[src/rtl/ps_fetch_seq.sv]
// rtl/ps_fetch_seq.sv - program-sequencer fetch front end with PC stack
module ps_fetch_seq #(
    parameter int PMA_SIZE = 3,
    parameter int PMD_SIZE = 32,
    parameter int STK_AW   = 2,
    parameter logic [PMA_SIZE-1:0] RESET_VEC = '0
) (
    input  logic                clk,
    input  logic                reset,
    input  logic                ps_stall,
    input  logic [PMD_SIZE-1:0] pm_ps_op,
    output logic                ps_pm_cslt,
    output logic [PMA_SIZE-1:0] ps_pm_add,
    output logic                ps_pm_wrb,
    output logic [PMD_SIZE-1:0] ps_inst,
    output logic                ps_inst_vld,
    output logic [PMA_SIZE-1:0] ps_inst_addr,
    output logic                ps_halted,
    output logic [STK_AW:0]     ps_stk_lvl,
    output logic                ps_stk_ovf,
    output logic                ps_stk_unf
);

    localparam logic [3:0] OP_JUMP = 4'h3;
    localparam logic [3:0] OP_CALL = 4'h4;
    localparam logic [3:0] OP_RTS  = 4'h5;
    localparam logic [3:0] OP_HALT = 4'hF;
    localparam logic [STK_AW:0] STK_FULL = (STK_AW+1)'(2**STK_AW);

    typedef enum logic [1:0] {BOOT, RUN, HALTED} state_t;

    state_t                state, next_state;
    logic                  pend_vld;
    logic [PMA_SIZE-1:0]   pend_addr;
    logic [PMA_SIZE-1:0]   pend_inc;
    logic [PMA_SIZE-1:0]   stk [2**STK_AW];
    logic [PMA_SIZE-1:0]   stk_top;
    logic [STK_AW-1:0]     top_idx;
    logic [3:0]            opc;
    logic [PMA_SIZE-1:0]   tgt;
    logic                  consume;
    logic                  push, pop;

    assign ps_inst      = pm_ps_op;
    assign ps_inst_vld  = pend_vld & (state == RUN);
    assign ps_inst_addr = pend_addr;
    assign ps_halted    = (state == HALTED);
    assign ps_pm_wrb    = 1'b0;

    assign opc      = pm_ps_op[PMD_SIZE-1 -: 4];
    assign tgt      = pm_ps_op[PMA_SIZE-1:0];
    assign consume  = ps_inst_vld & ~ps_stall;
    assign pend_inc = pend_addr + 1'b1;
    assign top_idx  = ps_stk_lvl[STK_AW-1:0] - 1'b1;
    assign stk_top  = stk[top_idx];

    // Redirect decisions are combinational on the returned word so branches cost no bubble
    always_comb begin
        next_state = state;
        ps_pm_cslt = 1'b0;
        ps_pm_add  = pend_addr;
        push       = 1'b0;
        pop        = 1'b0;
        case (state)
            BOOT: begin
                ps_pm_cslt = reset;
                ps_pm_add  = RESET_VEC;
                next_state = RUN;
            end
            RUN: begin
                ps_pm_cslt = 1'b1;
                if (consume) begin
                    case (opc)
                        OP_JUMP: ps_pm_add = tgt;
                        OP_CALL: begin
                            ps_pm_add = tgt;
                            push      = 1'b1;
                        end
                        OP_RTS: begin
                            pop       = 1'b1;
                            ps_pm_add = (ps_stk_lvl == '0) ? pend_inc : stk_top;
                        end
                        OP_HALT: begin
                            ps_pm_cslt = 1'b0;
                            next_state = HALTED;
                        end
                        default: ps_pm_add = pend_inc;
                    endcase
                end
            end
            default: begin
                ps_pm_cslt = 1'b0;
            end
        endcase
    end

    always_ff @(posedge clk or negedge reset) begin
        if (!reset) begin
            state      <= BOOT;
            pend_vld   <= 1'b0;
            pend_addr  <= '0;
            ps_stk_lvl <= '0;
            ps_stk_ovf <= 1'b0;
            ps_stk_unf <= 1'b0;
        end else begin
            state     <= next_state;
            pend_vld  <= ps_pm_cslt;
            pend_addr <= ps_pm_add;
            if (push) begin
                if (ps_stk_lvl == STK_FULL) ps_stk_ovf <= 1'b1;
                else                        ps_stk_lvl <= ps_stk_lvl + 1'b1;
            end
            if (pop) begin
                if (ps_stk_lvl == '0) ps_stk_unf <= 1'b1;
                else                  ps_stk_lvl <= ps_stk_lvl - 1'b1;
            end
        end
    end

    // Stack contents need no reset; occupancy alone defines validity
    always_ff @(posedge clk) begin
        if (push && ps_stk_lvl != STK_FULL)
            stk[ps_stk_lvl[STK_AW-1:0]] <= pend_inc;
    end

endmodule

[config.mk]
export PLATFORM = sky130hd
export DESIGN_NAME = ps_fetch_seq
export DESIGN_NICKNAME = d
export VERILOG_FILES = /design/src/rtl/ps_fetch_seq.sv
export SDC_FILE = /design/constraint.sdc
export NUM_CORES = 1
export LEC_CHECK = 0
export ABC_CLOCK_PERIOD_IN_PS = 3600
export CAP_MARGIN = 0
export CORE_MARGIN = 1.5
export CORE_UTILIZATION = 25
export DETAILED_ROUTE_END_ITERATION = 12
export PLACE_DENSITY_LB_ADDON = 0.25
export SLEW_MARGIN = 25
export SYNTH_ARGS = -nofsm -noshare
export SYNTH_HDL_FRONTEND = slang
export SYNTH_SLANG_ARGS = --single-unit
[constraint.sdc]
create_clock -name clk -period 3.6 [get_ports clk]
set_clock_uncertainty 0.1 [all_clocks]
set_input_delay 0.9 -clock clk [delete_from_list [all_inputs] [get_ports clk]]
set_output_delay 0.9 -clock clk [all_outputs]
set_load 0.02 [all_outputs]
# [Yosys cells after proc, flatten, opt, wreduce, memory -nomap -nowiden]
# Memories as Yosys holds them, arrays and structs flattened.
# Index checks and enable logic that the tools add are counted.
# Widths: inputs -> output; s select.
[totals] latchBits=0 ramBits=12 inputBits=35 mem_bits_ro=0 memories=1 regBits=11 elab_cells=54
[memory_table] name="stk" depth=4 width=3 read_ports=1 rd_clocked_by_memory_dff=0 write_ports=1 line_no="36" source="logic [PMA_SIZE-1:0] stk [2**STK_AW];"
[classes] bitwise=3 reduce_logical=8 n_addsub=4 n_mul=0 div=0 n_mux=22 n_lt_le_gt_ge=0 eq_ne=10 shifts=0
[op_table] op="$mux 3" n=6
[op_table] op="$mux 1" n=10
[op_table] op="$pmux 3 s3" n=1
[op_table] op="$eq 4x3->1 const B" n=2
[op_table] op="$add 3x1->3 const B" n=2
[op_table] op="$pmux 3 s2" n=1
[op_table] op="$eq 4x2->1 const B" n=1
[op_table] op="$eq 4x4->1 const B" n=1
[op_table] op="$mux 2" n=2
[op_table] op="$pmux 2 s2" n=1
[op_table] op="$reduce_and 2->1" n=2
[op_table] op="$eq 3x3->1 const B" n=1
[op_table] op="$logic_not 3->1" n=1
[op_table] op="$ne 3x3->1 const B" n=1
[op_table] op="$reduce_and 3->1" n=1
[op_table] op="$sub 3x1->3 const B" n=1
[op_table] op="$and 1x1->1" n=2
[op_table] op="$eq 2x1->1 const B" n=1
[op_table] op="$eq 2x2->1 const B" n=1
[op_table] op="$logic_not 2->1" n=1
[op_table] op="$ne 2x1->1 const B" n=1
[op_table] op="$ne 2x2->1 const B" n=1
[op_table] op="$pmux 1 s2" n=1
[op_table] op="$reduce_bool 2->1" n=1
[op_table] op="other kinds (4)" n=4

# [Logic depth before layout (Yosys ltp)]
# Gate-level depths: netlist (run 1).
[logic_depth] ltp_word=8 ltp_mapped=8 ltp_nobuf=7

# [Worst setup path before layout (run 1)]
# No wires, ideal clock.
[synth_path] kind="flip-flop to output port" startpoint="register ps_stk_lvl[0]" endpoint="output ps_pm_add[0]" path_stages_with_launch=9 t_arrival_ns=2.179 required_ns=2.600 setup_slack_ns=0.421 path_cell_list="dfrtp_1 > clkbuf_1 > inv_1 > ha_1 > nor2b_1 > a2111oi_0 > a21oi_1 > a41oi_1 > a21oi_1"
[synth_between] elab_chain_len=6
[synth_rtl] element="start: declaration" line_no="19" source="output logic [STK_AW:0] ps_stk_lvl,"
[synth_rtl] element="start signal: assignment" line_no="111" source="else ps_stk_lvl <= ps_stk_lvl + 1'b1;"
[synth_rtl] element="start signal: assignment" line_no="115" source="else ps_stk_lvl <= ps_stk_lvl - 1'b1;"
[synth_rtl] element="$sub 2x1->2" line_no="54" source="assign top_idx = ps_stk_lvl[STK_AW-1:0] - 1'b1;"
[synth_rtl] element="$mem_v2 4x3"
[synth_rtl] element="$mux 3 (*)" line_no="81" source="ps_pm_add = (ps_stk_lvl == '0) ? pend_inc : stk_top;"
[synth_rtl] element="$pmux 3 s3 (*)" line_no="73" source="case (opc)"
[synth_rtl] element="$mux 3 (*)" line_no="72" source="if (consume) begin"
[synth_rtl] element="$pmux 3 s2 (*)" line_no="64" source="case (state)"
[synth_rtl] element="end: declaration" line_no="13" source="output logic [PMA_SIZE-1:0] ps_pm_add,"
# Mark *: on every way between the ends. The rest lies on a longest branch, timed or not.

# [Worst setup path in the final report (run 1)]
[layout_path] startpoint="input ps_stall" endpoint="output ps_pm_add[2]"
[layout_between] elab_chain_len=4
[layout_rtl] element="start: declaration" line_no="10" source="input logic ps_stall,"
[layout_rtl] element="$not 1->1" line_no="52" source="assign consume = ps_inst_vld & ~ps_stall;"
[layout_rtl] element="$and 1x1->1" line_no="52"
[layout_rtl] element="$mux 3" line_no="72"
[layout_rtl] element="$pmux 3 s2" line_no="64"
# Every way passes these cells.

==> summary.txt, run 1 <==
Outcome
  – Status: finished, final reports clean

GRT
  – GRT Total Usage: 10.5%
  – Largest net degree at the start of global routing: 15
  – Initial antenna violation count: 0
  – Global-route wire length before repair: between 5000 and 6000 um
  – Vias in the first global route: 1107
  – Final global-route overflow total: 0

Power
  – Power density cells: 266 mW/mm2
  – Total power: ~500 uW
  – Leakage power: 0.000789 uW
  – Peak supply drop: between 0.0001 and 0.00015 V

Placement
  – Gpl congestion: a little over 0.8
  – Buffers added on ports: 30
  – DP HPWL: 2680 um

Synthesis
  – Mapped Area: between 0.0015 and 0.002 mm2
  – Flop and latch count out of synthesis: 23
  – Post-synth EDFFs: 12
  – Average size of a mapped cell: roughly 10 um2
  – Synth async-reset ratio: about 48%
  – Mapped Cells: around 150
  – Sequential share of the synthesized area: between 40% and 50%
  – Synth cell types: 42
  – Primary FF master, synth: edfxtp_1
  – Synthesized Nets: 189
  – Synth warn: 0

Finish
  – Layout Nets: approximately 210
  – Ant. Diodes: 0
  – Layout area overhead: 23.4%
  – Fraction of layout cells with a size suffix above 1: 23.7%

Setup path
  – Crit path cell chain: clkdlybuf4s50_1 > and4bb_2 > nand3_1 > a21oi_1 > or3_1 > buf_4
  – R2R Setup Slk: approximately 1600 ps
  – Worst path arrival time: around 2500 ps
  – Slowest stage cell on the critical path: clkdlybuf4s50_1
  – Req. time, crit path: 2600 ps
  – R2R cell count: 8
  – Worst-path fanout max: 5
  – CP Launch Type: input port
  – Worst r2r src: ps_stk_lvl[0]
  – Critical path endpoint category: output port
  – Critical path type: in -> out
  – Reg2reg end: ps_inst_addr[0]
  – CP peak stage delay: around 500 ps

Clocking
  – Clock Sinks: 23
  – CTS tree: built
  – Clk pin slew, worst setup/hold paths: 90 ps
  – Root Buffer: clkbuf_8
  – Clock tree buffer depth: 2
  – H-tree Lvls: 1
  – Worst skew pair latency: between 200 and 300 ps
  – Number of buffers created by CTS: 3

STA
  – Fin crit share: a little over nine tenths
  – Fmax: 290 MHz
  – RSZ-0062 raised after global routing: false
  – Hold Violations, Final: 0
  – Tmin final: ~3500 ps
  – Setup TNS: 0 ps
  – Final setup vio count: 0
  – Final slew viol count: 0

Die
  – FP Rows: 28
  – Die X: between 80 and 90 um
  – Die Area: ~0.0066 mm2
  – Core box area: roughly 0.0059 mm2
  – Initial core utilization: about a quarter
  – Ports: between 80 and 90
  – Chip height: approximately 80 um

Detailed routing
  – Vias: around 1100
  – Antenna-violating nets left: 0
  – Vias per cell: about 4.5
  – DRC Markers: 0
  – Routed len/inst: between 10 and 15 um
  – Routed wire length: 3330 um
  – Iter 0 DRT Violations: 28
  – DRT Pass-1 Iters: 4

Hold path
  – Worst min-delay path category: reg -> reg
  – Worst hold endpoint: ps_stk_unf
  – HP Start: ps_stk_unf
  – WHS Path Cells: 1

Job
  – Max Cap Violations: 0
[where the power goes]
part,internal (uW),leakage (uW),switching [uW]
registers,274,0.000259,0
logic,30.5,0.000509,26.6
clock network,78.3,0.0000217,88.1
total,383,0.000789,115
[cell usage in the layout, fill, tap and decap left out, types with 2 or more instances in the layout]
master / Yosys / layout
xor2_1: 2 / 2
ha_1: 6 / 6
nor2b_1: 4 / 4
edfxtp_1: 12 / 12
clkbuf_8: 0 / 3
nor2_1: 8 / 8
a21oi_1: 9 / 9
dlygate4sd2_1: 0 / 3
clkdlybuf4s50_1: 0 / 23
nand2_1: 9 / 9
nand3_1: 2 / 2
dfrtp_1: 11 / 11
or3_1: 2 / 2
o21ai_1: 1 / 2
nand2b_1: 2 / 2
buf_2: 0 / 2
a21o_1: 3 / 3
o22ai_1: 4 / 4
buf_4: 33 / 23
inv_1: 4 / 4
and3_1: 5 / 5
mux4_2: 2 / 2
nor3b_1: 2 / 2
[Yosys cell counts, types with 2 or more instances]
library cell  instances  area, um2
a21o_1                3       22.5
a21oi_1               9       45.0
and3_1                5       31.3
buf_4                33        248
clkbuf_1              2       7.51
dfrtp_1              11        275
edfxtp_1             12        360
ha_1                  6       75.1
inv_1                 4       15.0
mux4_2                2       45.0
nand2_1               9       33.8
nand2b_1              2       12.5
nand3_1               2       10.0
nor2_1                8       30.0
nor2b_1               4       25.0
nor3b_1               2       15.0
o21ai_0               3       15.0
o221ai_1              2       17.5
o22ai_1               4       25.0
or3_1                 2       12.5
xor2_1                2       17.5
[stage by stage]
stage / cells / hold WS (ps) / worst slack [ps] / util (%) / instance area [um2]
after detailed placement: 239 / 347 / -483 / 30.8 / 1820
after CTS: 244 / 374 / 3.91 / 31.7 / 1870
after global routing: 244 / 396 / 37.5 / 31.8 / 1870
after global placement: 239 / 348 / -431 / 30.8 / 1820
final: 244 / 370 / 148 / 31.8 / 1870
after floorplan: 148 / 461 / 421 / - / 1520
[worst max-delay path by stage]
stage	end	startpoint	cells past startpoint	slack [ps]
6_report	ps_pm_add[2]	ps_stall	6	150
5_1_grt	ps_pm_cslt	pm_ps_op[28]	7	40
4_1_cts	ps_pm_add[1]	pm_ps_op[29]	6	4
3_5_place_dp	ps_pm_add[1]	pm_ps_op[31]	7	-480
3_3_place_gp	ps_pm_add[1]	pm_ps_op[30]	7	-430
2_1_floorplan	ps_pm_add[0]	ps_stk_lvl[0]	8	420
[per-layer routing]
layer  up-vias  share of wire, %  GRT usage, %
li1        540                 -             -
met1       539                47          13.8
met2        23                49          17.3
met3         6               4.2          2.02
met4         0              0.36          3.62
met5         -                 0             0
[registers in the layout, indices dropped and copies added (netlist names)]
signal	flops
state	2
stk	12
ps_stk_ovf	1
ps_stk_unf	1
pend_vld	1
ps_inst_addr	3
ps_stk_lvl	3
[worst max-delay path, delay by kind of cell]
| kind | cells | cell delay, ps |
|---|---|---|
| buffers and inverters | 2 | 660 |
| and+or+nand+nor | 3 | 810 |
| AOI/OAI and AO/OA | 1 | 60 |
[final cells by class]
class | count | area [um2]
clock buffer | 3 | 41.3
multi-input combinational | 86 | 629
timing repair buffer | 52 | 452
fill | 620 | 4010
tap | 75 | 93.8
sequential | 23 | 636
inverter | 4 | 15.0
clock inverter | 1 | 7.51
[cells by family (layout without fill, tap and decap cells)]
logic type | Yosys count | in the layout | share of synthesized area [%]
compound gates | 29 | 29 | 12.4
buf+inv | 39 | 60 | 17.8
flops | 23 | 23 | 41.8
simple gates | 44 | 44 | 17.4
xor+xnor | 3 | 3 | 1.73
fa+ha+maj | 6 | 6 | 4.94
mux | 3 | 3 | 3.62
other cells | 1 | 1 | 0.247
[timing repair]
action                                  CTS  global route
endpoints found under the setup margin    4             2
hold buffers                              0             0
setup buffers                             1             0
cloned                                    0             0
gates resized for setup                  20             2
pin swaps                                 1             1
Power figures use the tool's default switching activity.
==> run 2: changes to the inputs <==
- CORE_MARGIN: 1.5 -> 2
==> run 2 against run 1 <==
Net effect: sequential power hardly changed; total power is 1.5% higher; register-to-register slack better by 60 ps; die area is 2.5% higher; fmax is 0.66% higher; cell area is 1.6% lower; global-route usage is 0.17 points higher; setup slack better by 23 ps; via count is 0.45% lower; utilization is 0.51 points lower; cell count is 1.6% lower; sequential share of layout area is 0.55 points higher; critical path type unchanged; critical endpoint is now ps_pm_add[1]; highest routed layer unchanged.
==> summary.txt, run 2 (synthesis results as in run 1) <==
Setup path
  – Critical path endpoint category: output port
  – Critical path type: in -> out
  – CP Launch Type: input port
  – CP peak stage delay: roughly 450 ps
  – Crit path cell chain: dlygate4sd2_1 > or3b_4 > o221ai_1 > a21oi_1 > or3_1 > buf_2
  – Slowest stage cell on the critical path: or3b_4
  – Worst-path fanout max: 5
  – Worst path arrival time: 2430 ps
  – Req. time, crit path: around 2600 ps

STA
  – Fmax: 292 MHz
  – Setup ws final: 171 ps
  – Final setup vio count: 0
  – Min Hold Slack: 386 ps
  – Final slew viol count: 0
  – Fin crit share: 95.3%
  – RSZ-0062 raised after global routing: false
  – Hold Violations, Final: 0
  – Tmin final: between 3000 and 4000 ps

GRT
  – Vias in the first global route: roughly 1100
  – GRT Total Usage: approximately a tenth
  – Final global-route overflow total: 0
  – Global-route wire length before repair: 5500 um
  – Largest net degree at the start of global routing: 15
  – Initial antenna violation count: 0

Finish
  – Layout Nets: around 210
  – Ant. Diodes: 0
  – Design Area, Final: between 0.0015 and 0.002 mm2
  – Commonest non-fill, non-tap cell in the layout: clkdlybuf4s50_1
  – Multi-input gate area: 629 um2
  – Fraction of layout cells with a size suffix above 1: a little over a fifth
  – Max FFs per register: 12
  – Most frequent cells in the layout: clkdlybuf4s50_1 (23), buf_4 (19), edfxtp_1 (12)
  – Layout area overhead: 21.4%
  – Fillcell total: about 600
  – Reg area: ~640 um2

Clocking
  – Root Buffer: clkbuf_8
  – Hold Buf Count CTS: 0
  – Clock Sinks: 23
  – Clk pin slew, worst setup/hold paths: roughly 90 ps
  – CTS tree: built
  – Clock tree buffer depth: 2
  – Number of buffers created by CTS: 3
  – H-tree Lvls: 1
  – Post-CTS Setup Bufs: 0
  – Worst skew pair latency: roughly 280 ps

Placement
  – Buffers added on ports: 30
  – DP HPWL: ~2700 um
  – Gpl congestion: slightly below 0.8
  – Post-place setup slack: -461 ps
  – Placed inst area: about 0.0018 mm2

Detailed routing
  – DRT Pass-1 Iters: 4
  – Routed wire length: 3420 um
  – Iter 0 DRT Violations: 40
  – Vias per cell: 4.60
  – Vias: around 1100
  – Routed len/inst: 14.3 um
  – Antenna-violating nets left: 0
  – DRC Markers: 0

Power
  – Power density cells: between 200 and 300 mW/mm2
  – Peak supply drop: approximately 0.00014 V
  – Leakage power: a little under 0.0008 uW
  – Total power: 505 uW

Hold path
  – Worst min-delay path category: reg -> reg

Die
  – Die Area: about 0.0067 mm2
  – Die X: 81.9 um
  – Initial core utilization: about a quarter
  – Chip height: between 80 and 90 um
  – Core box area: 0.00589 mm2
  – FP Rows: 28
  – Ports: slightly above 80

Job
  – Max Cap Violations: 0

Outcome
  – Status: finished, final reports clean
-- run 2: cell count changes in the layout (fill, tap and decap cells not counted) --
cell,change
buf_4,-4
-- run 2: final cells by class --
| cell class | instances | area share [%] |
|---|---|---|
| inverters | 4 | 0.814 |
| multi-input cells | 86 | 34.1 |
| clock inverters | 1 | 0.407 |
| clock buffers | 3 | 2.24 |
| repair buffers | 48 | 22.9 |
| flip-flops and latches | 23 | 34.5 |
| well taps | 75 | 5.09 |
-- run 2: routing by layer --
layer,global-route usage [%],vias up,part of all wire [%]
li1,-,528,-
met1,14.7,543,46
met2,16.7,25,48
met3,1.76,7,4.9
met4,4.17,0,1.5
met5,0,-,0
-- run 2: power breakdown --
group	internal [uW]	total (uW)	switching, uW	leakage, uW
Clock	78.7	174	95.0	0.0000217
Combinational	30.0	57.2	27.2	0.000489
Sequential	274	274	0	0.000259
-- run 2: what timing repair did --
action	in CTS	in global routing
endpoints found under the setup margin	4	4
pin swaps	0	1
resized for setup	19	3
hold endpoints to repair	0	0
-- run 2: per-stage QoR --
stage | utilization, % | instances | setup TNS [ps]
2_1_floorplan | - | 148 | 0
5_1_grt | 31.3 | 240 | 0
6_report | 31.3 | 240 | 0
3_5_place_dp | 30.5 | 236 | -1510
4_1_cts | 31.2 | 240 | 0
3_3_place_gp | 30.5 | 236 | -1360
-- run 2: path summary, 6_finish.rpt --
path | slack (ps) | end | from | cells after the start
max in group asynchronous | 2410 | ps_inst_addr[1] | reset | 2
worst max-delay path | 170 | ps_pm_add[1] | pm_ps_op[31] | 6
worst min-delay path | 390 | ps_stk_unf | ps_stk_unf | 1
worst max register to register | 1610 | stk[0][2] | state[1] | 4
worst min register to register | 390 | ps_stk_unf | ps_stk_unf | 1
min in group asynchronous | 840 | ps_stk_lvl[1] | reset | 2
-- run 2: worst max-delay path, delay by kind of cell --
kind / cells / cell delay [ps]
compound gates: 2 / 250
simple gates: 2 / 830
buf+inv: 2 / 460
==> run 3: changes to the inputs <==
- CORE_ASPECT_RATIO: not set -> 0.75
- PLACE_DENSITY_LB_ADDON: 0.25 -> 0.1
==> run 3 against run 2 <==
Net effect: largest cell class unchanged; first-iteration DRC count rose by 15%; cell area stayed put; die area is 0.10% higher; via count up 0.54%; combinational power fell by 4.5%; highest routed layer unchanged; global-route usage up 1.2 points; clock-buffer cell count is the same; non-clock buffer count did not move.
==> summary.txt, run 3 (synthesis results as in run 1) <==
Setup path
  – Critical path type: in -> out
  – Reg2reg end: ps_inst_addr[0]
  – Req. time, crit path: between 2000 and 3000 ps
  – Worst Path Buf+Inv: 2
  – Worst-path fanout max: 4
  – Worst path arrival time: ~2600 ps
  – Top delay family on crit path: simple AND/OR/NAND/NOR gates
  – CP Launch Type: input port
  – Crit path cell chain: clkdlybuf4s50_1 > or3b_4 > o221ai_1 > a21oi_1 > or3_1 > buf_2
  – R2R Setup Slk: around 1700 ps
  – R2R cell count: 7
  – CP peak stage delay: about 420 ps
  – Critical path endpoint category: output port
  – Worst r2r src: ps_stk_lvl[0]
  – Slowest stage cell on the critical path: clkdlybuf4s50_1

Die
  – FP Rows: 24
  – Chip height: about 70 um
  – Die Area: approximately 0.0067 mm2
  – Die X: roughly 94 um
  – Core box area: between 0.005 and 0.006 mm2
  – Initial core utilization: between 20% and 30%
  – Ports: 82

Placement
  – Gpl congestion: 0.722
  – Placed inst area: 0.00180 mm2
  – Buffers added on ports: 30
  – DP HPWL: 2870 um

Power
  – Leakage power: between 0.0007 and 0.0008 uW
  – Peak supply drop: between 0.00009 and 0.0001 V
  – Total power: ~500 uW
  – Power density cells: between 200 and 300 mW/mm2

Detailed routing
  – DRT Pass-1 Iters: 4
  – Antenna-violating nets left: 0
  – Vias per cell: 4.56
  – Routed len/inst: 15.2 um
  – DRC Markers: 0
  – Routed wire length: roughly 3700 um
  – Iter 0 DRT Violations: 46
  – Vias: about 1100

Hold path
  – HP Start: ps_stk_unf
  – WHS Path Cells: 1
  – Worst hold endpoint: ps_stk_unf
  – Worst min-delay path category: reg -> reg

Clocking
  – Root Buffer: clkbuf_8
  – CTS tree: built
  – Number of buffers created by CTS: 3
  – Clock tree buffer depth: 2
  – Worst skew pair latency: about 270 ps
  – Hold Buf Count CTS: 0
  – H-tree Lvls: 1
  – Clock Sinks: 23
  – Clk pin slew, worst setup/hold paths: 80 ps

STA
  – Final setup vio count: 0
  – RSZ-0062 raised after global routing: false
  – Final slew viol count: 0
  – Tmin final: 3550 ps
  – Fin crit share: 98.7%
  – Fmax: about 280 MHz
  – Worst-margin pin slew: around 470 ps
  – Relative slew slack: 67.9%
  – Hold Violations, Final: 0

GRT
  – Largest net degree at the start of global routing: 14
  – Initial antenna violation count: 0
  – Gr busiest metal: met1
  – Global-route wire length before repair: 6090 um
  – Vias in the first global route: about 1100
  – Global-route track usage on met1: a little under a fifth
  – GRT Total Usage: 11.9%
  – Met3 GRT Util: between 3 and 4%
  – Grt met2 use: between 15 and 20%
  – Final global-route overflow total: 0

Finish
  – Layout Nets: roughly 210
  – Max FFs per register: 12
  – Most frequent cells in the layout: clkdlybuf4s50_1 (23), buf_4 (19), edfxtp_1 (12)
  – Layout area overhead: 21.4%
  – Finished Core Util: a little under a third
  – Design Area, Final: between 0.0015 and 0.002 mm2
  – Commonest non-fill, non-tap cell in the layout: clkdlybuf4s50_1
  – Ant. Diodes: 0
  – Fraction of layout cells with a size suffix above 1: between 20 and 25%

Job
  – Max Cap Violations: 0

Outcome
  – Status: finished, final reports clean
## run 3: cell count changes in the layout (fill, tap and decap cells not counted)
| cell | before | now |
|---|---|---|
| buf_2 | 2 | 1 |
| clkbuf_2 | 0 | 1 |
| clkinv_2 | 0 | 1 |
| clkinvlp_4 | 1 | 0 |
| o221ai_1 | 1 | 2 |
| o221ai_2 | 1 | 0 |
| or3_1 | 2 | 1 |
| or3_4 | 1 | 2 |
## run 3: final cells by class
type                       instances  area [um2]
clock buffer                       3        41.3
clock inverter                     1        5.00
fill                             619        4010
inverter                           4        15.0
multi-input combinational         86         628
sequential                        23         636
tap                               78        97.6
timing repair buffer              48         422
## run 3: through the flow
step           std cells  hold WS (ps)  setup slack (ps)  TNS, ps
6_report             243           374              47.2        0
3_3_place_gp         239           344              -449    -1530
2_1_floorplan        148           461               421        0
5_1_grt              243           414             0.195        0
3_5_place_dp         239           345              -507    -1680
4_1_cts              243           379              15.7        0
## run 3: power breakdown
part	switching (uW)	internal [uW]
clock network	89.7	77.5
registers	0	274
logic	26.5	28.0
total	116	380
## run 3: timing repair
| item | 4_1_cts | 5_1_grt |
|---|---|---|
| endpoints found under the setup margin | 4 | 4 |
| resized for setup | 17 | 4 |
| buffers inserted | 0 | 0 |
| pin swaps | 0 | 1 |
## run 3: worst max path at each step
stage / depth (start not counted) / start / end
after floorplan: 8 / ps_stk_lvl[0] / ps_pm_add[0]
after global placement: 6 / pm_ps_op[30] / ps_pm_add[1]
after detailed placement: 6 / pm_ps_op[30] / ps_pm_add[2]
after CTS: 7 / pm_ps_op[29] / ps_pm_add[0]
after global routing: 6 / pm_ps_op[29] / ps_pm_add[2]
final: 6 / pm_ps_op[29] / ps_pm_add[2]
## run 3: metal layers
| layer | up-vias | wire [um] |
|---|---|---|
| li1 | 531 | - |
| met1 | 522 | 1890 |
| met2 | 39 | 1480 |
| met3 | 17 | 272 |
| met4 | 0 | 57 |
| met5 | - | 0 |
